--- config.mk ---
export PLATFORM = sky130hd
export DESIGN_NAME = sync_rx
export DESIGN_NICKNAME = d
export VERILOG_FILES = /design/src/rtl/sync_rx_pkg.sv /design/src/rtl/sync_ff.sv /design/src/rtl/sync_rx.sv
export SDC_FILE = /design/constraint.sdc
export NUM_CORES = 1
export LEC_CHECK = 0
export ABC_AREA = 1
export ABC_CLOCK_PERIOD_IN_PS = 810
export BUFFER_PORTS_ARGS = -buffer_cell sky130_fd_sc_hd__buf_2
export CAP_MARGIN = 20
export CORE_AREA = 2 2 39 41
export DETAILED_ROUTE_END_ITERATION = 8
export DIE_AREA = 0 0 41 43
export HOLD_SLACK_MARGIN = 0.06
export PLACE_DENSITY_LB_ADDON = 0.15
export SLEW_MARGIN = 10
export SYNTH_ARGS = -nofsm -noshare
export SYNTH_HDL_FRONTEND = slang
export SYNTH_SLANG_ARGS = --single-unit
--- constraint.sdc ---
create_clock -name clk -period 0.81 [get_ports clk]
set_input_delay 0.0405 -clock clk [delete_from_list [all_inputs] [get_ports clk]]
set_output_delay 0.0405 -clock clk [all_outputs]
set_load 0.01 [all_outputs]
--- src/rtl/sync_rx_pkg.sv ---
// rtl/sync_rx_pkg.sv - shared defaults and FSM encoding for the toggle-handshake RX half
package sync_rx_pkg;

    localparam int WIDTH_DEF    = 8;
    localparam int STAGES_DEF   = 2;
    localparam int XFER_COUNT_W = 16;

    typedef enum logic {
        ST_IDLE = 1'b0,
        ST_FULL = 1'b1
    } rx_state_e;

endpackage

--- src/rtl/sync_ff.sv ---
// rtl/sync_ff.sv - STAGES-deep single-bit synchroniser, async active-high reset to 0
module sync_ff #(
    parameter int STAGES = 2
) (
    input  logic clk,
    input  logic rst,
    input  logic d,
    output logic q
);

    logic [STAGES-1:0] chain_q;

    always_ff @(posedge clk or posedge rst) begin
        if (rst) begin
            chain_q <= '0;
        end else begin
            chain_q <= {chain_q[STAGES-2:0], d};
        end
    end

    assign q = chain_q[STAGES-1];

endmodule

--- src/rtl/sync_rx.sv ---
// rtl/sync_rx.sv - RX half of toggle double-handshake synchroniser; optional SYNC_RX_XFER_COUNT_EN
module sync_rx
    import sync_rx_pkg::*;
#(
    parameter int WIDTH  = WIDTH_DEF,
    parameter int STAGES = STAGES_DEF
) (
    input  logic             clk,
    input  logic             rst,
    input  logic             tx,
    input  logic [WIDTH-1:0] data,
    output logic             rx_a,
    output logic [WIDTH-1:0] out,
    output logic             valid,
    input  logic             ready
`ifdef SYNC_RX_XFER_COUNT_EN
    ,
    output logic [XFER_COUNT_W-1:0] xfer_count
`endif
);

    rx_state_e        state_q, state_d;
    logic             rx_a_q, rx_a_d;
    logic [WIDTH-1:0] out_q, out_d;
    logic             tx_s;
    logic             pending;
    logic             slot_free;
    logic             capture;

    sync_ff #(.STAGES(STAGES)) u_tx_sync (
        .clk (clk),
        .rst (rst),
        .d   (tx),
        .q   (tx_s)
    );

    // data is only trusted while a request is pending: TX holds it stable until acked
    assign pending   = tx_s ^ rx_a_q;
    assign slot_free = (state_q == ST_IDLE) || ready;
    assign capture   = pending && slot_free;

    always_comb begin
        state_d = state_q;
        rx_a_d  = rx_a_q;
        out_d   = out_q;
        case (state_q)
            ST_IDLE: if (capture) state_d = ST_FULL;
            ST_FULL: if (ready && !pending) state_d = ST_IDLE;
            default: state_d = ST_IDLE;
        endcase
        if (capture) begin
            out_d  = data;
            rx_a_d = ~rx_a_q;
        end
    end

    always_ff @(posedge clk or posedge rst) begin
        if (rst) begin
            state_q <= ST_IDLE;
            rx_a_q  <= 1'b0;
            out_q   <= '0;
        end else begin
            state_q <= state_d;
            rx_a_q  <= rx_a_d;
            out_q   <= out_d;
        end
    end

    assign rx_a  = rx_a_q;
    assign out   = out_q;
    assign valid = (state_q == ST_FULL);

`ifdef SYNC_RX_XFER_COUNT_EN
    logic [XFER_COUNT_W-1:0] cnt_q;

    always_ff @(posedge clk or posedge rst) begin
        if (rst) begin
            cnt_q <= '0;
        end else if (capture) begin
            cnt_q <= cnt_q + 1'b1;
        end
    end

    assign xfer_count = cnt_q;
`endif

endmodule

==> impl_metrics.ini, run 1 <==
[drt]
wl_per_cell_um = 10.77
route.detailed.drc = 0
drtIter0Drc = 12
drtAntennaViolNets = 0
first_pass_iters = 4
vias = 483
routed_wl_mm = 1.163
via_per_inst = 4.472

[timing]
finalCriticalPeriod_ns = 0.9360
hold_violations = 0
rsz0062_at_grt = true
drv_slew = 0
finalCritPeriodShare = 1.156
fin_skew_ns = 0.002659
setup_tns_ns = -1.217
holdWs_ns = 0.2192
slew-limit-headroom = 0.6967
worst_slack_ns = -0.1260
fmax_mhz = 1068
worst_pin_slew_ns = 0.4545
setup_violations = 20

[floorplanning]
die_h_um = 43
die-area_um2 = 1763
fp-row-count = 14
fp.dieW_um = 41
ios = 22
start_util = 0.3472
core_area_um2 = 1384

[run_status]
outcome = finished with violations
failed_checks = negative setup slack

[setup_path]
r2r_start = u_tx_sync.chain_q[1]
slowest_delay_ns = 0.47
crit_required_ns = 0.77
slowest_stage = dfrtp_2
startpoint_type = flip-flop
critPathTopFamily = flip-flops
path_class = flip-flop to primary output
timing.critical_path.buf_inv = 1
cp.arrival_ns = 0.90
cp-startpoint = rx_a
cp-end-kind = primary output
crit_fanout = 4
critical_path.cell_chain = buf_2

[synthesis]
seq_area_frac_synth = 0.6250
synth_top_area_share = 0.6250
ys_ff_latch = 12
ys_warn_count = 0
synth_area_leaders = dfrtp_1 (63%), nand2_1 (17%), nand3_1 (9.4%), buf_6 (2.3%), inv_1 (2.3%)
yosysTopAreaCell = dfrtp_1
syn_area_um2 = 480.5
syn_inst = 51
syn-num-nets = 63
syn-mean-instance-area_um2 = 9.421
yosysUniqueCellTypes = 9

[pwr]
irDropWorstVdd_mv = 1.186
power-per-cell-area_nw_per_um2 = 2135
power.total_mw = 1.873
p_leak_nw = 0.4737

[place]
place_area_um2 = 619.3
portBuffers = 21
gp_congestion = 0.7263
pre_cts_slack_ns = -0.1544
dp_cells = 90
hpwl_um = 718.4

[clock_tree]
clk_pin_slew_ns = 0.08
clockBufferDepth = 2
htree_levels = 1
clkSinkCount = 12
root_buffer = clkbuf_4
tritoncts = built
numCtsBuffers = 3
clkLatencyLatePin_ns = 0.27

[final_layout]
area_growth_pct = 82.55
fin_util = 0.6338
fin_area_um2 = 877.1
final_common_cell = buf_2
layout_common_cells = buf_2 (19), nand2_1 (16), dlygate4sd3_1 (10), dfrtp_1 (10), buf_4 (6)
final_cells = 108
drive_above_1_share = 0.5326
num-fill-cells = 122
antennaDiodeCount = 0
multi_input_area_um2 = 224.0
layout.nets = 105
regArea_um2 = 302.8

[global_routing]
antenna_found_initial = 0
grt_pass1_vias = 452
grt_max_degree = 13
grt.total_usage = 0.1713
grt_overflow_total = 0
grt_pass1_wl_mm = 1.959

[hold_path]
min_path_type = primary input to flip-flop
hp-start = ready

[flow_run]
drv_cap = 0
[registers in the layout, indices dropped and copies added (netlist names)]
name and count:
rx_a 1, out 8, u_tx_sync.chain_q 2, valid 1
[cell usage after synthesis (all sizes together)]
cell / number
buf: 1
dfrtp: 12
inv: 4
nand2: 23
nand3: 10
o21ai: 1
[layer usage]
| metal | wire length [µm] | GRT usage | up-vias |
|---|---|---|---|
| li1 | - | - | 245 |
| met2 | 567 | 0.2375 | 16 |
| met4 | 12 | 0.1200 | 0 |
| met5 | 0 | 0 | - |
| met1 | 527 | 0.2297 | 220 |
| met3 | 56 | 0.03141 | 2 |
[final timing paths]
kind | end | slack, ns | depth (start not counted)
worst min-delay path | rx_a | 0.22 | 5
max in group asynchronous | rx_a | 0.17 | 3
worst max-delay path | rx_a | -0.13 | 1
worst max register to register | out[4] | -0.12 | 5
worst min register to register | u_tx_sync.chain_q[1] | 0.35 | 0
min in group asynchronous | u_tx_sync.chain_q[0] | 0.31 | 3
[report_power, final]
part           leakage, nW  switching [mW]  internal [mW]
Sequential           0.145          0.0755          0.712
Combinational        0.308           0.294          0.315
Clock               0.0210           0.202          0.273
[final cells by class]
class                      count  area share
clock buffer                   4     0.04137
sequential                    12      0.3452
timing repair buffer          38      0.3124
tap                           16     0.02282
inverter                       4     0.02282
multi-input combinational     34      0.2553
[timing repair]
item                                    4_1_cts  5_1_grt
hold buffers                                 10        0
endpoints found under the setup margin       19       20
setup buffers                                 1        3
pin swaps                                     3        4
gates cloned                                  0        0
hold endpoints to repair                     21        0
gates resized for setup                       4       18
[worst min-delay path, cell delays in order]
cell and delay, ns:
buf_2 0.07, inv_1 0.03, nand2_2 0.11, buf_6 0.14
o21ai_2 0.06
[logic make-up after synthesis]
family / count (synthesis) / share of synthesized area
simple gates: 33 / 0.3099
flops: 12 / 0.6250
buf+inv: 5 / 0.05468
compound gates: 1 / 0.01041
No activity file was read; power rests on OpenSTA's default activity.
==> run 2: changes to the inputs <==
GPL_TIMING_DRIVEN = 1   (was default)
SYNTH_HIERARCHICAL = 1   (was default)
==> impl_metrics.ini, run 2 <==
[final_layout]
layout.nets = 109
antennaDiodeCount = 0
final_common_cell = buf_2
area_growth_pct = 72.87
regArea_um2 = 300.3
layout_common_cells = buf_2 (21), nand2_1 (17), dfrtp_1 (12), dlygate4sd3_1 (10)
multi_input_area_um2 = 177.7
num-fill-cells = 130
largest_reg_flops = 8
drive_above_1_share = 0.4688

[synthesis]
yosysTopAreaCell = dfrtp_1
syn_area_um2 = 484.2
ys_warn_count = 6
syn_inst = 52
synth_top_area_share = 0.6202
synthMostInstantiatedCell = nand2_1
ys_ff_latch = 12
async_flop_share = 1.000
yosysUniqueCellTypes = 9
synth-edff-count = 0
ys.flop_type = dfrtp_1
synth_area_leaders = dfrtp_1 (62%), nand2_1 (17%), nand3_1 (9.3%), inv_1 (3.1%), buf_6 (2.3%)
synthTopCellsByCount = nand2_1 (22), dfrtp_1 (12), nand3_1 (9)
syn-num-nets = 64
syn-mean-instance-area_um2 = 9.312
seq_area_frac_synth = 0.6202

[drt]
vias = 505
via_per_inst = 4.509
route.detailed.drc = 0
first_pass_iters = 4
wl_per_cell_um = 10.45
drtAntennaViolNets = 0
routed_wl_mm = 1.170
drtIter0Drc = 10

[floorplanning]
ios = 22
start_util = 0.3499
die-area_um2 = 1763
fp-row-count = 14
die_h_um = 43
fp.dieW_um = 41
core_area_um2 = 1384

[setup_path]
crit_fanout = 8
path_class = flip-flop to flip-flop
startpoint_type = flip-flop
crit_required_ns = 0.97
cp-end-kind = flip-flop
cp.arrival_ns = 1.10

[timing]
worst_pin_slew_ns = 0.3791
worst_slack_ns = -0.1323
finalCritPeriodShare = 1.163
rsz0062_at_grt = true
setup_violations = 20
fmax_mhz = 1061
setup_tns_ns = -1.310
slew-limit-headroom = 0.7470
drv_slew = 0
finalCriticalPeriod_ns = 0.9423
fin_skew_ns = 0.002457
hold_violations = 0

[run_status]
outcome = finished with violations
failed_checks = negative setup slack

[place]
gp_congestion = 0.7303
hpwl_um = 721
portBuffers = 21

[global_routing]
grt_pass1_vias = 476
grt_pass1_wl_mm = 1.890
antenna_found_initial = 0
grt.total_usage = 0.1590
grt_overflow_total = 0
grt_max_degree = 11

[clock_tree]
htree_levels = 1
clkLatencyLatePin_ns = 0.27
tritoncts = built
numCtsBuffers = 3
clkSinkCount = 12
clockBufferDepth = 2
clk_pin_slew_ns = 0.08
root_buffer = clkbuf_4

[hold_path]
min_path_type = primary input to asynchronous set/reset pin

[flow_run]
drv_cap = 0

[pwr]
power.total_mw = 1.816
power-per-cell-area_nw_per_um2 = 2170
p_leak_nw = 0.4722
irDropWorstVdd_mv = 1.275
==> run 2: cell types whose count changed in the layout (fill, tap and decap cells not counted), sizes merged <==
cell  before  now
buf       28   31
inv        4    5
==> run 2: power by group <==
group / total, mW / switching [mW] / internal [mW]
combinational: 0.572 / 0.277 / 0.294
sequential: 0.768 / 0.0585 / 0.710
clock: 0.476 / 0.203 / 0.273
total: 1.82 / 0.539 / 1.28
==> run 2: logic make-up after synthesis <==
kind of cell,Yosys count,synth area share
flip-flops,12,0.6202
buffers and inverters,6,0.06200
AND/OR/NAND/NOR,33,0.3075
AO/OA/AOI/OAI,1,0.01033
==> run 2: metal layers <==
| metal | routed length [µm] | vias up | global-route usage |
|---|---|---|---|
| met5 | 0 | - | 0 |
| met4 | 9 | 0 | 0.06000 |
| met3 | 61 | 2 | 0.04712 |
| met2 | 564 | 12 | 0.2406 |
| met1 | 534 | 239 | 0.2061 |
| li1 | - | 252 | - |
==> run 2: area by class of cell <==
class                           instances  share of cell area
Tap cell                               16             0.02392
Timing Repair Buffer                   41              0.3393
Multi-Input combinational cell         34              0.2123
Clock buffer                            4             0.04335
Sequential cell                        12              0.3587
Inverter                                5             0.02242
==> run 2: path summary, 6_finish.rpt <==
kind	slack [ns]	startpoint	endpoint	cells past startpoint
worst max-delay path	-0.13	u_tx_sync/chain_q[1]	out[7]	5
worst min-delay path	0.16	rst	u_tx_sync/chain_q[1]	3
worst max register to register	-0.13	u_tx_sync/chain_q[1]	out[7]	5
worst min register to register	0.36	u_tx_sync/chain_q[0]	u_tx_sync/chain_q[1]	0
max in group asynchronous	0.24	rst	out[3]	3
min in group clk	0.20	ready	rx_a	5
==> run 2: stage by stage <==
| step | setup slack [ns] | hold WS, ns | util | instance area [µm²] | instances |
|---|---|---|---|---|---|
| final | -0.1323 | 0.1638 | 0.6049 | 837.1 | 112 |
| after global routing | -0.2040 | 0.1692 | 0.6049 | 837.1 | 112 |
| after CTS | -0.1132 | 0.1534 | 0.5787 | 800.8 | 109 |
| after detailed placement | -0.1344 | -0.09758 | 0.4503 | 623.1 | 91 |
| after global placement | -0.1219 | -0.09974 | 0.4503 | 623.1 | 91 |
| after floorplan | -0.08361 | -0.2183 | - | 486.7 | 52 |
==> run 2: repair_timing <==
| item | 4_1_cts | 5_1_grt |
|---|---|---|
| resized for setup | 2 | 5 |
| hold buffers | 10 | 0 |
| endpoints found under the hold margin | 21 | 0 |
| setup buffers | 4 | 3 |
| endpoints found under the setup margin | 20 | 20 |
| pin swaps | 1 | 1 |
==> run 2: critical path: stages (launching register included) <==
cell	delay, ns
dfrtp_1	0.43
inv_2	0.07
nand2_2	0.09
nand3_4	0.12
nand2_1	0.08
nand2_1	0.05
